===== src/rtl/bcd_disp_pkg.sv =====
// Shared constants, FSM encoding and segment tables for the six-digit BCD display controller.
package bcd_disp_pkg;

    localparam logic [6:0] SEG_BLANK = 7'h7F;
    localparam logic [6:0] SEG_DASH  = 7'h3F;

    typedef enum logic [1:0] {
        IDLE,
        SHIFT,
        LOAD
    } state_e;

    // Active-low g..a codes for digits 9 (left) down to 0 (right).
    localparam logic [9:0][6:0] SEG_DIGITS = {
        7'b0010000, 7'b0000000, 7'b1111000, 7'b0000010, 7'b0010010,
        7'b0011001, 7'b0110000, 7'b0100100, 7'b1111001, 7'b1000000
    };

    function automatic logic [3:0] add3_if_ge5(input logic [3:0] nibble);
        return (nibble >= 4'd5) ? nibble + 4'd3 : nibble;
    endfunction

endpackage


===== src/rtl/seg7_digit_dec.sv =====
// Combinational BCD nibble to active-low 7-segment decoder with blank and dash overrides.
module seg7_digit_dec
    import bcd_disp_pkg::*;
(
    input  logic [3:0] nibble_i,
    input  logic       blank_i,
    input  logic       dash_i,
    output logic [6:0] seg_o
);

    always_comb begin
        seg_o = SEG_BLANK;
        if (dash_i) begin
            seg_o = SEG_DASH;
        end else if (!blank_i && nibble_i <= 4'd9) begin
            seg_o = SEG_DIGITS[nibble_i];
        end
    end

endmodule


===== src/rtl/bcd_display_ctrl.sv =====
// Serial double-dabble converter driving six registered 7-segment digits with
// leading-zero blanking and overflow dashes.
module bcd_display_ctrl
    import bcd_disp_pkg::*;
#(
    parameter int unsigned WIDTH = 20,
    parameter int unsigned NDIG  = 6
) (
    input  logic             CLOCK_50,
    input  logic             RESET_N,
    input  logic [WIDTH-1:0] in_data,
    input  logic             in_blank,
    input  logic             in_valid,
    output logic             in_ready,
    output logic             done,
    output logic [6:0]       HEX0,
    output logic [6:0]       HEX1,
    output logic [6:0]       HEX2,
    output logic [6:0]       HEX3,
    output logic [6:0]       HEX4,
    output logic [6:0]       HEX5
);

    localparam int unsigned BcdW   = 4 * NDIG;
    localparam int unsigned CntW   = $clog2(WIDTH + 1);
    localparam int unsigned MaxVal = 10 ** NDIG - 1;

    state_e           state_q;
    logic [CntW-1:0]  cnt_q;
    logic [WIDTH-1:0] bin_q;
    logic [BcdW-1:0]  bcd_q;
    logic             ovf_q;
    logic             blank_q;
    logic             ready_q;
    logic             load_q;
    logic             done_q;
    logic [6:0]       hex_q   [NDIG];

    logic [BcdW-1:0]  bcd_adj;
    logic [NDIG-1:0]  blank_dig;
    logic [6:0]       seg_dec [NDIG];

    always_comb begin
        bcd_adj = '0;
        for (int i = 0; i < int'(NDIG); i++) begin
            bcd_adj[4*i +: 4] = add3_if_ge5(bcd_q[4*i +: 4]);
        end
    end

    // A digit is blanked when it and every digit above it are zero; HEX0 always shows.
    always_comb begin
        logic above_zero;
        above_zero = 1'b1;
        blank_dig  = '0;
        for (int i = int'(NDIG) - 1; i >= 0; i--) begin
            above_zero   = above_zero && (bcd_q[4*i +: 4] == 4'd0);
            blank_dig[i] = blank_q && above_zero && (i != 0);
        end
    end

    for (genvar g = 0; g < int'(NDIG); g++) begin : gen_dec
        seg7_digit_dec u_dec (
            .nibble_i (bcd_q[4*g +: 4]),
            .blank_i  (blank_dig[g]),
            .dash_i   (ovf_q),
            .seg_o    (seg_dec[g])
        );
    end

    always_ff @(posedge CLOCK_50 or negedge RESET_N) begin
        if (!RESET_N) begin
            state_q <= IDLE;
            cnt_q   <= '0;
            bin_q   <= '0;
            bcd_q   <= '0;
            ovf_q   <= 1'b0;
            blank_q <= 1'b0;
            ready_q <= 1'b1;
            load_q  <= 1'b0;
            done_q  <= 1'b0;
            hex_q   <= '{default: SEG_BLANK};
        end else begin
            load_q <= 1'b0;
            done_q <= load_q;
            // Outputs update one edge after LOAD; a transfer on that same edge sees the old result.
            if (load_q) begin
                hex_q <= seg_dec;
            end
            case (state_q)
                IDLE: begin
                    if (in_valid && ready_q) begin
                        bin_q   <= in_data;
                        blank_q <= in_blank;
                        bcd_q   <= '0;
                        cnt_q   <= CntW'(WIDTH);
                        ovf_q   <= (32'(in_data) > MaxVal);
                        ready_q <= 1'b0;
                        state_q <= SHIFT;
                    end
                end
                SHIFT: begin
                    {bcd_q, bin_q} <= {bcd_adj[BcdW-2:0], bin_q, 1'b0};
                    cnt_q          <= cnt_q - 1'b1;
                    if (cnt_q == CntW'(1)) begin
                        state_q <= LOAD;
                    end
                end
                LOAD: begin
                    load_q  <= 1'b1;
                    ready_q <= 1'b1;
                    state_q <= IDLE;
                end
                default: begin
                    state_q <= IDLE;
                end
            endcase
        end
    end

    assign in_ready = ready_q;
    assign done     = done_q;
    assign HEX0     = hex_q[0];
    assign HEX1     = hex_q[1];
    assign HEX2     = hex_q[2];
    assign HEX3     = hex_q[3];
    assign HEX4     = hex_q[4];
    assign HEX5     = hex_q[5];

endmodule


===== config.mk =====
export PLATFORM = sky130hd
export DESIGN_NAME = bcd_display_ctrl
export DESIGN_NICKNAME = d
export VERILOG_FILES = /design/src/rtl/bcd_disp_pkg.sv /design/src/rtl/seg7_digit_dec.sv /design/src/rtl/bcd_display_ctrl.sv
export SDC_FILE = /design/constraint.sdc
export NUM_CORES = 1
export LEC_CHECK = 0
export CAP_MARGIN = 5
export CORE_ASPECT_RATIO = 0.75
export CORE_MARGIN = 2
export CORE_UTILIZATION = 50
export CTS_BUF_LIST = sky130_fd_sc_hd__clkbuf_4 sky130_fd_sc_hd__clkbuf_8 sky130_fd_sc_hd__clkbuf_16
export DETAILED_ROUTE_END_ITERATION = 10
export PLACE_DENSITY = 0.81
export SYNTH_ARGS = -nofsm -noshare
export SYNTH_HDL_FRONTEND = slang
export SYNTH_SLANG_ARGS = --single-unit

===== constraint.sdc =====
create_clock -name CLOCK_50 -period 1.9 [get_ports CLOCK_50]
set_clock_uncertainty 0.2 [all_clocks]
set_input_delay 0.38 -clock CLOCK_50 [delete_from_list [all_inputs] [get_ports CLOCK_50]]
set_output_delay 0.38 -clock CLOCK_50 [all_outputs]
set_load 0.02 [all_outputs]

==> results.md, run 1 <==
- The power spent charging and discharging nets is approximately 4.5 mW.
- Clock-pin slew was measured on the worst setup and hold paths at approximately 0.070 ns.
- The internal power of the cells totals roughly 7 mW.
- Setup repair after global routing could not meet its margin everywhere.
- The starting utilization of the core area is 50.9%.
- Across every metal layer, demand over resource in global routing totals approximately a quarter.
- Per report_power, the combinational group accounts for 51.1% of the total.
- The fraction of power spent switching nets is approximately two fifths.
- Measured against its own limit, the worst slew margin works out to 68.7%.
- The sum of routed wire length over all layers is around 13000 um.
- In this run the worst hold path is classified as flop to flop.
- The root buffer cell chosen for the clock tree is sky130_fd_sc_hd__clkbuf_16.
- Yosys mapped a number of flops with a built-in enable equal to 0.
- The floorplan die area is 11200 um^2.
- The CTS tree is built.
- The buffer depth of the longest clock path is 2.
- In the routed layout, each cell is associated on average with a via count of between 5 and 6.
- The fraction of layout instances using a drive strength above 1 is about a quarter.
- The count of buffers added on input and output ports is between 60 and 70.
- The average cell area after synthesis is 9.71 um^2.
- Walking the worst path, the cells encountered are buf_4 > ha_1 > nand2b_4 > a21oi_2 > buf_4 > buf_4 > xnor2_1 > o21ai_0.
- Subtracting the final worst setup slack from the clock period gives 1.86 ns.
- The register bit count reported by yosys is 98.
- For the worst setup path, the data arrival time is 1.88 ns.
- The H-tree generated during clock tree synthesis spans 3 levels.
- Summed over all nets, the half-perimeter wirelength after detailed placement is 8830 um.
- The worst setup path is captured at a flop.
- Entering global routing, the biggest net connects 34 pins.
- The clock drives 98 sinks.
- In this run, the clock network consumes 17.4% of the power.
- In this run the remaining antenna-violating nets after routing total 0.
- After floorplanning, the core was sized to cover 10200 um^2.
- The leakage dissipation is 3.06 nW.
- In this run, CTS created clock tree buffers numbering 9.
- For the pin with the worst max-slew slack, the measured transition is approximately 0.47 ns.
- The wire length of the first global-routing pass is about 21000 um.
- The worst-skew pair later-pin latency is 0.35 ns.
- The worst setup path is of the flop to flop kind.
- The run finished with clean final reports.
- The cell type with the largest total area after synthesis is sky130_fd_sc_hd__dfrtp_1.
- After layout, the worst path uses between 90% and 100% of the clock period.
- The die is 122 um wide.
- For the worst setup path, the data required time is 1.92 ns.
- The final sum of negative setup slack is 0 ns.
- After synthesis, the largest area contributor takes up 26.5% of total cell area.
- By count the netlist is led by sky130_fd_sc_hd__nor2_1 (71), sky130_fd_sc_hd__dfrtp_1 (55), sky130_fd_sc_hd__dfstp_2 (43), sky130_fd_sc_hd__a21oi_1 (41).
- Hold is met by roughly 0.28 ns.
- Counting the fill cells in the layout gives around 780.
- The largest single stage delay on the critical path is 0.41 ns.
- The initial antenna violation count is 0.
- The cell repeated most along the worst path is sky130_fd_sc_hd__buf_4.
- At the placement stage, the worst setup path has a slack of -0.0317 ns.
- In this run, distinct cell masters in the synthesized netlist total between 40 and 50.
- Of all nets on the critical path, the largest fanout is 5.
- The routability congestion estimate from global placement is roughly 0.9.
- The area growth from synthesis to layout is 32.3%.
- The floorplan has 32 rows.
- Synthesis produced about 540 cells.
- The post-synthesis instance area is about 5200 um^2.
- The number of violations reported at the end of detailed-routing iteration 0 is roughly 320.
- The final cell utilization of the core is between 60% and 70%.
- The library cell contributing the largest single delay on the critical path is sky130_fd_sc_hd__dfrtp_1.
- The most used flip-flop cell after synthesis is sky130_fd_sc_hd__dfrtp_1.
- 0 antenna diodes ended up in the layout.
- The count of pins on the block boundary is just under 70.
- The DRC violation count after routing is 0.
- The via count of the first global-routing pass was between 4000 and 5000.
- Setup slack closes at between 0.03 and 0.04 ns.
- For this run, the number of Yosys warnings is 0.
- The launching element type of the critical path is a flop.
- Of the synthesized area, sequential elements account for around half.
- The count of final hold-check violations is 0.
- Overall power consumption after layout is estimated at around 11 mW.
- Synthesis produced a netlist with a net count of just under 600.
- The sum of overflow across all layers after global routing is 0.
- The die is slightly above 90 um tall.
- The maximum clock rate is 0.537 GHz.
- The max-capacitance violation count is 0.
- For this block, the via count after detailed routing is about 4400.
- Ranked by total cell area, the synthesized netlist is headed by sky130_fd_sc_hd__dfrtp_1 (27%), sky130_fd_sc_hd__dfstp_2 (22%), sky130_fd_sc_hd__ha_1 (7.7%), sky130_fd_sc_hd__nor2_1 (5.1%), sky130_fd_sc_hd__o22a_1 (5.1%).
- Yosys instantiated no cell more often than sky130_fd_sc_hd__nor2_1.
- The detailed-router iteration count before antenna repair is 5.
- Setup violations remaining at the end of the flow were counted as 0.
- The final-stage net count is roughly 710.
- The number of slew-limit violations in the final report came to 0.
- For this run, asynchronously set or reset flops after synthesis account for 100%.
- Together, buffers and inverters on the worst path number 3.
- Power spread over the standard cell area amounts to roughly 1700 nW/um^2.
- On the critical path the largest part of the delay comes from flip-flops.
- The worst vdd rail ir drop is 0.000683 V.
- The detailed-route wire length per cell is about 16 um.
- Sequential cells burn a little under a third of the power.
-- area by class of cell --
type,instances,area (um^2),share of cell area (%)
clock inverters,4,76.3,1.11
well taps,136,170,2.48
clock buffers,12,248,3.61
repair buffers,136,1180,17.1
multi-input cells,383,2610,38.0
inverters,22,82.6,1.20
flip-flops and latches,98,2510,36.5
-- sequential cells by signal, indices dropped and copies added (netlist names), 7 cells and up --
name / flops
bcd_q: 24
bin_q: 20
HEX0: 7
HEX1: 7
HEX2: 7
HEX3: 7
HEX4: 7
HEX5: 7
-- cells in the final DEF, fill, tap and decap left out, types with 26 or more instances in the layout --
cell / n
sky130_fd_sc_hd__o21ai_0: 27
sky130_fd_sc_hd__nor2_1: 71
sky130_fd_sc_hd__nand2_1: 31
sky130_fd_sc_hd__a21oi_1: 35
sky130_fd_sc_hd__o22a_1: 30
sky130_fd_sc_hd__dlygate4sd2_1: 43
sky130_fd_sc_hd__buf_4: 65
sky130_fd_sc_hd__ha_1: 26
sky130_fd_sc_hd__dfrtp_1: 55
sky130_fd_sc_hd__dfstp_2: 43
-- power by group through the flow --
stage | Combinational, mW | Clock [mW] | Sequential (mW)
floorplan | 3.18 | 0 | 3.82
detailed placement | 5.50 | 0 | 3.58
global route | 6.37 | 2.10 | 3.67
CTS | 5.49 | 2.01 | 3.54
finish | 5.80 | 1.98 | 3.56
global placement | 5.28 | 0 | 3.52
-- per-stage QoR --
step	cells	area, um^2
finish	791	6870
global route	791	6870
CTS	787	6750
detailed placement	769	6420
global placement	769	6420
floorplan	535	5190
-- worst reg2reg max path, cell delays in order (launching register included) --
cell                       delay (ns)
sky130_fd_sc_hd__dfrtp_1         0.41
sky130_fd_sc_hd__buf_4           0.17
sky130_fd_sc_hd__ha_1            0.23
sky130_fd_sc_hd__nand2b_4        0.15
sky130_fd_sc_hd__a21oi_2         0.15
sky130_fd_sc_hd__buf_4           0.13
sky130_fd_sc_hd__buf_4           0.10
sky130_fd_sc_hd__xnor2_1         0.11
sky130_fd_sc_hd__o21ai_0         0.09
-- per-layer routing --
layer	track usage [%]	up-vias	wire length (um)
met1	32.5	2150	5720
li1	-	2130	-
met4	6.61	0	138
met5	0	-	0
met3	4.60	11	671
met2	38.9	128	6270
-- worst paths after layout --
check	to	from	slack (ns)	depth (start not counted)
worst max-delay path	bcd_q[13]	bcd_q[12]	0.04	8
worst min-delay path	HEX0[6]	HEX0[6]	0.28	1
worst max register to register	bcd_q[13]	bcd_q[12]	0.04	8
worst min register to register	HEX0[6]	HEX0[6]	0.28	1
max in group asynchronous	HEX2[1]	RESET_N	0.52	3
min in group asynchronous	bcd_q[15]	RESET_N	0.33	2
-- cell families after synthesis --
kind of cell	after synthesis	synth area share, %
AOI/OAI and AO/OA	159	20.5
xor gates and xnor gates	7	1.18
adders and majority gates	32	7.71
buffers and inverters	54	4.12
DFF	98	48.3
muxes	6	1.20
and+or+nand+nor	179	17.1
-- timing repair --
action,4_1_cts,5_1_grt
pin swaps,6,10
setup endpoints to repair,58,40
endpoints found under the hold margin,17,0
gates resized for setup,53,29
hold buffers,1,0
buffers inserted,1,4
Power figures use the tool's default switching activity.
==> run 2: changes to the inputs <==
==> constraint.sdc (replaced) <==
create_clock -name CLOCK_50 -period 1.6 [get_ports CLOCK_50]
set_clock_uncertainty 0.2 [all_clocks]
set_input_delay 0.32 -clock CLOCK_50 [delete_from_list [all_inputs] [get_ports CLOCK_50]]
set_output_delay 0.32 -clock CLOCK_50 [all_outputs]
set_load 0.02 [all_outputs]
==> run 2 against run 1 <==
Against the previous run:
- routed wire length is 49% higher
- fmax shrank 3.7%
- flip-flop and latch count is the same
- die area did not move
- worst setup slack worse by 0.37 ns
- sequential power rose by 26%
- global-route usage is 4.0 points higher
- largest power group unchanged
- largest cell class unchanged
- via count grew 21%
- the run now ends with negative setup slack left
- critical endpoint is now HEX1[6]
==> results.md, run 2 (same netlist as run 1, synthesis figures left out) <==
- Global routing used roughly 28% of the available tracks across all layers.
- The count of pins on the block boundary is slightly below 70.
- The diode insertion count for antenna repair is 0.
- The detailed router placed ~5300 vias in this run.
- The setup slack at placement is -0.273 ns.
- In this run the worst path has a maximum fanout of 5.
- The tree is rooted in a sky130_fd_sc_hd__clkbuf_16.
- The smallest clock period supported by the final layout is computed as roughly 1.9 ns.
- The fraction of layout instances using a drive strength above 1 is a little over half.
- At the end of routability-driven placement, the weighted congestion stood at 0.874.
- The classification of the worst-slack hold path is input port to async pin.
- The buffer depth of the longest clock path is 2.
- The sum of overflow across all layers after global routing is 0.
- The floorplan step defined a die boundary enclosing between 10000 and 15000 um^2.
- The cell total after placement is approximately 790.
- Dividing the detail-routed via count by the number of cells gives ~6.3.
- The critical path is of the flop to flop type.
- The flow ran to the end, but the final reports show violations.
- The sum of routed wire length over all layers is roughly 19000 um.
- The share of the clock period used by the worst path after layout is 121%.
- The final-stage net count is between 700 and 800.
- The worst-skew pair later-pin latency is between 0.3 and 0.4 ns.
- After the flow finishes, the layout carries non-filler instances totaling between 800 and 900.
- The initial antenna violation count is 0.
- The worst relative slew slack is a little over three fifths.
- The summed area of non-filler cells in the final layout is roughly 8200 um^2.
- The clock transition at the registers of the reported paths is roughly 0.070 ns.
- The clock tree synthesis step divided the H-tree into 3 levels.
- Detailed placement ended at an HPWL of 9130 um.
- The final number of setup-violating endpoints is 90.
- At the pin with the least slew margin, the transition time is roughly 0.55 ns.
- The checks that failed: negative setup slack.
- Dividing total power by cell area gives a power density of ~2100 nW/um^2.
- In this run the horizontal extent of the chip is ~120 um.
- The largest registers in the layout are bcd_q: 24 flops, bin_q: 20 flops.
- The launching element type of the critical path is a flop.
- The flip-flop count of the largest register after layout is 24.
- The area growth from synthesis to layout is 57.1%.
- The library cells used most frequently in the layout, excluding fill and tap cells, are sky130_fd_sc_hd__buf_4 (99), sky130_fd_sc_hd__nor2_1 (56), sky130_fd_sc_hd__dfrtp_1 (53).
- The smallest hold slack is about 0.18 ns.
- The detailed router finished its first iteration with ~530 violations.
- The CTS tree is built.
- Once the floorplan was initialized, standard cells occupied 50.9% of the core.
- The max-capacitance violation count is 0.
- bcd_q holds more flip-flops than any other register.
- Dividing the detail-routed wire length by the instance count gives around 23 um.
- The worst vdd rail ir drop is 0.00101 V.
- The most common cell after layout, fill and taps aside is sky130_fd_sc_hd__buf_4.
- Entering global routing, the biggest net connects 45 pins.
- The maximum clock rate is a little over 0.5 GHz.
- The via count of the first global-routing pass is 4862.
- The area of the core is approximately 10000 um^2.
- The sink count of the clock tree is slightly below 100.
- Summed over all cells, the static leakage comes to 3.49 nW.
- The first global-routing pass estimated approximately 24000 um of wire.
- Setup repair after global routing could not meet its margin everywhere.
- The count of final hold-check violations is 0.
- In this run, CTS created clock tree buffers numbering 9.
- The detailed-router iteration count before antenna repair is 6.
- The type of destination of the critical path is a flop.
- For the worst setup path, the data arrival time is roughly 2.0 ns.
- In the post-route analysis, the smallest setup slack over all paths is -0.334 ns.
- In this run the cell area measured after placement is approximately 6600 um^2.
- The floorplan step set the die height to 92.3 um.
- For this run, design rule violations remaining after detail routing come to 0.
- The count of antenna-violating nets left after detailed routing is 0.
- The total of buffers placed on input and output ports is 67.
- The worst path required time is between 1.5 and 2 ns.
- The initialized floorplan defines 32 standard-cell rows.
- The number of slew-limit violations in the final report is 0.
run 2: power breakdown:
group,switching (mW),internal [mW],total [mW]
logic,5.56,4.81,10.4
registers,0.931,3.57,4.50
clock network,0.974,1.17,2.14
total,7.47,9.55,17.0
run 2: cell type report:
| type | count | area (um^2) |
|---|---|---|
| Fill cell | 503 | 2050 |
| Inverter | 22 | 82.6 |
| Clock inverter | 3 | 15.0 |
| Clock buffer | 13 | 268 |
| Sequential cell | 98 | 2510 |
| Tap cell | 136 | 170 |
| Timing Repair Buffer | 190 | 1670 |
| Multi-Input combinational cell | 384 | 3450 |
run 2: timing repair:
action	CTS	global route
hold buffers	1	0
pin swaps	39	55
buffers inserted	21	18
setup endpoints to repair	116	92
cloned	0	9
hold endpoints to repair	56	0
gates resized for setup	254	146
run 2: stage by stage:
| step | power [mW] | utilization (%) | setup TNS (ns) |
|---|---|---|---|
| finish | 17.0 | 79.9 | -14.71 |
| global route | 17.7 | 79.9 | -17.49 |
| CTS | 14.2 | 70.9 | -5.60 |
| detailed placement | 11.2 | 64.9 | -18.10 |
| global placement | 10.9 | 64.9 | -13.43 |
| floorplan | 8.56 | - | -2.05 |
run 2: metal layers:
layer | GRT usage (%) | up-vias | wire length, um
li1 | - | 2247 | -
met1 | 32.8 | 2640 | 7160
met2 | 47.0 | 350 | 9430
met3 | 6.90 | 105 | 1540
met4 | 14.4 | 0 | 994
met5 | 0 | - | 0
run 2: worst paths after layout:
path	startpoint	end	slack, ns	cells after the start
setup / recovery	bcd_q[21]	HEX1[6]	-0.33	7
setup reg to reg	bcd_q[21]	HEX1[6]	-0.33	7
hold reg to reg	HEX0[4]	HEX0[4]	0.29	2
min in group CLOCK_50	HEX0[4]	HEX0[4]	0.29	2
max in group asynchronous	RESET_N	in_ready	0.44	3
hold / removal	RESET_N	bcd_q[7]	0.18	2
run 2: critical path: stages, from the launching register on:
cell and delay [ns]:
sky130_fd_sc_hd__dfrtp_1 0.40, sky130_fd_sc_hd__inv_2 0.14, sky130_fd_sc_hd__ha_4 0.17, sky130_fd_sc_hd__and3b_2 0.30, sky130_fd_sc_hd__nand4_4 0.16, sky130_fd_sc_hd__buf_4 0.19
sky130_fd_sc_hd__o21ai_2 0.14, sky130_fd_sc_hd__a221o_1 0.18
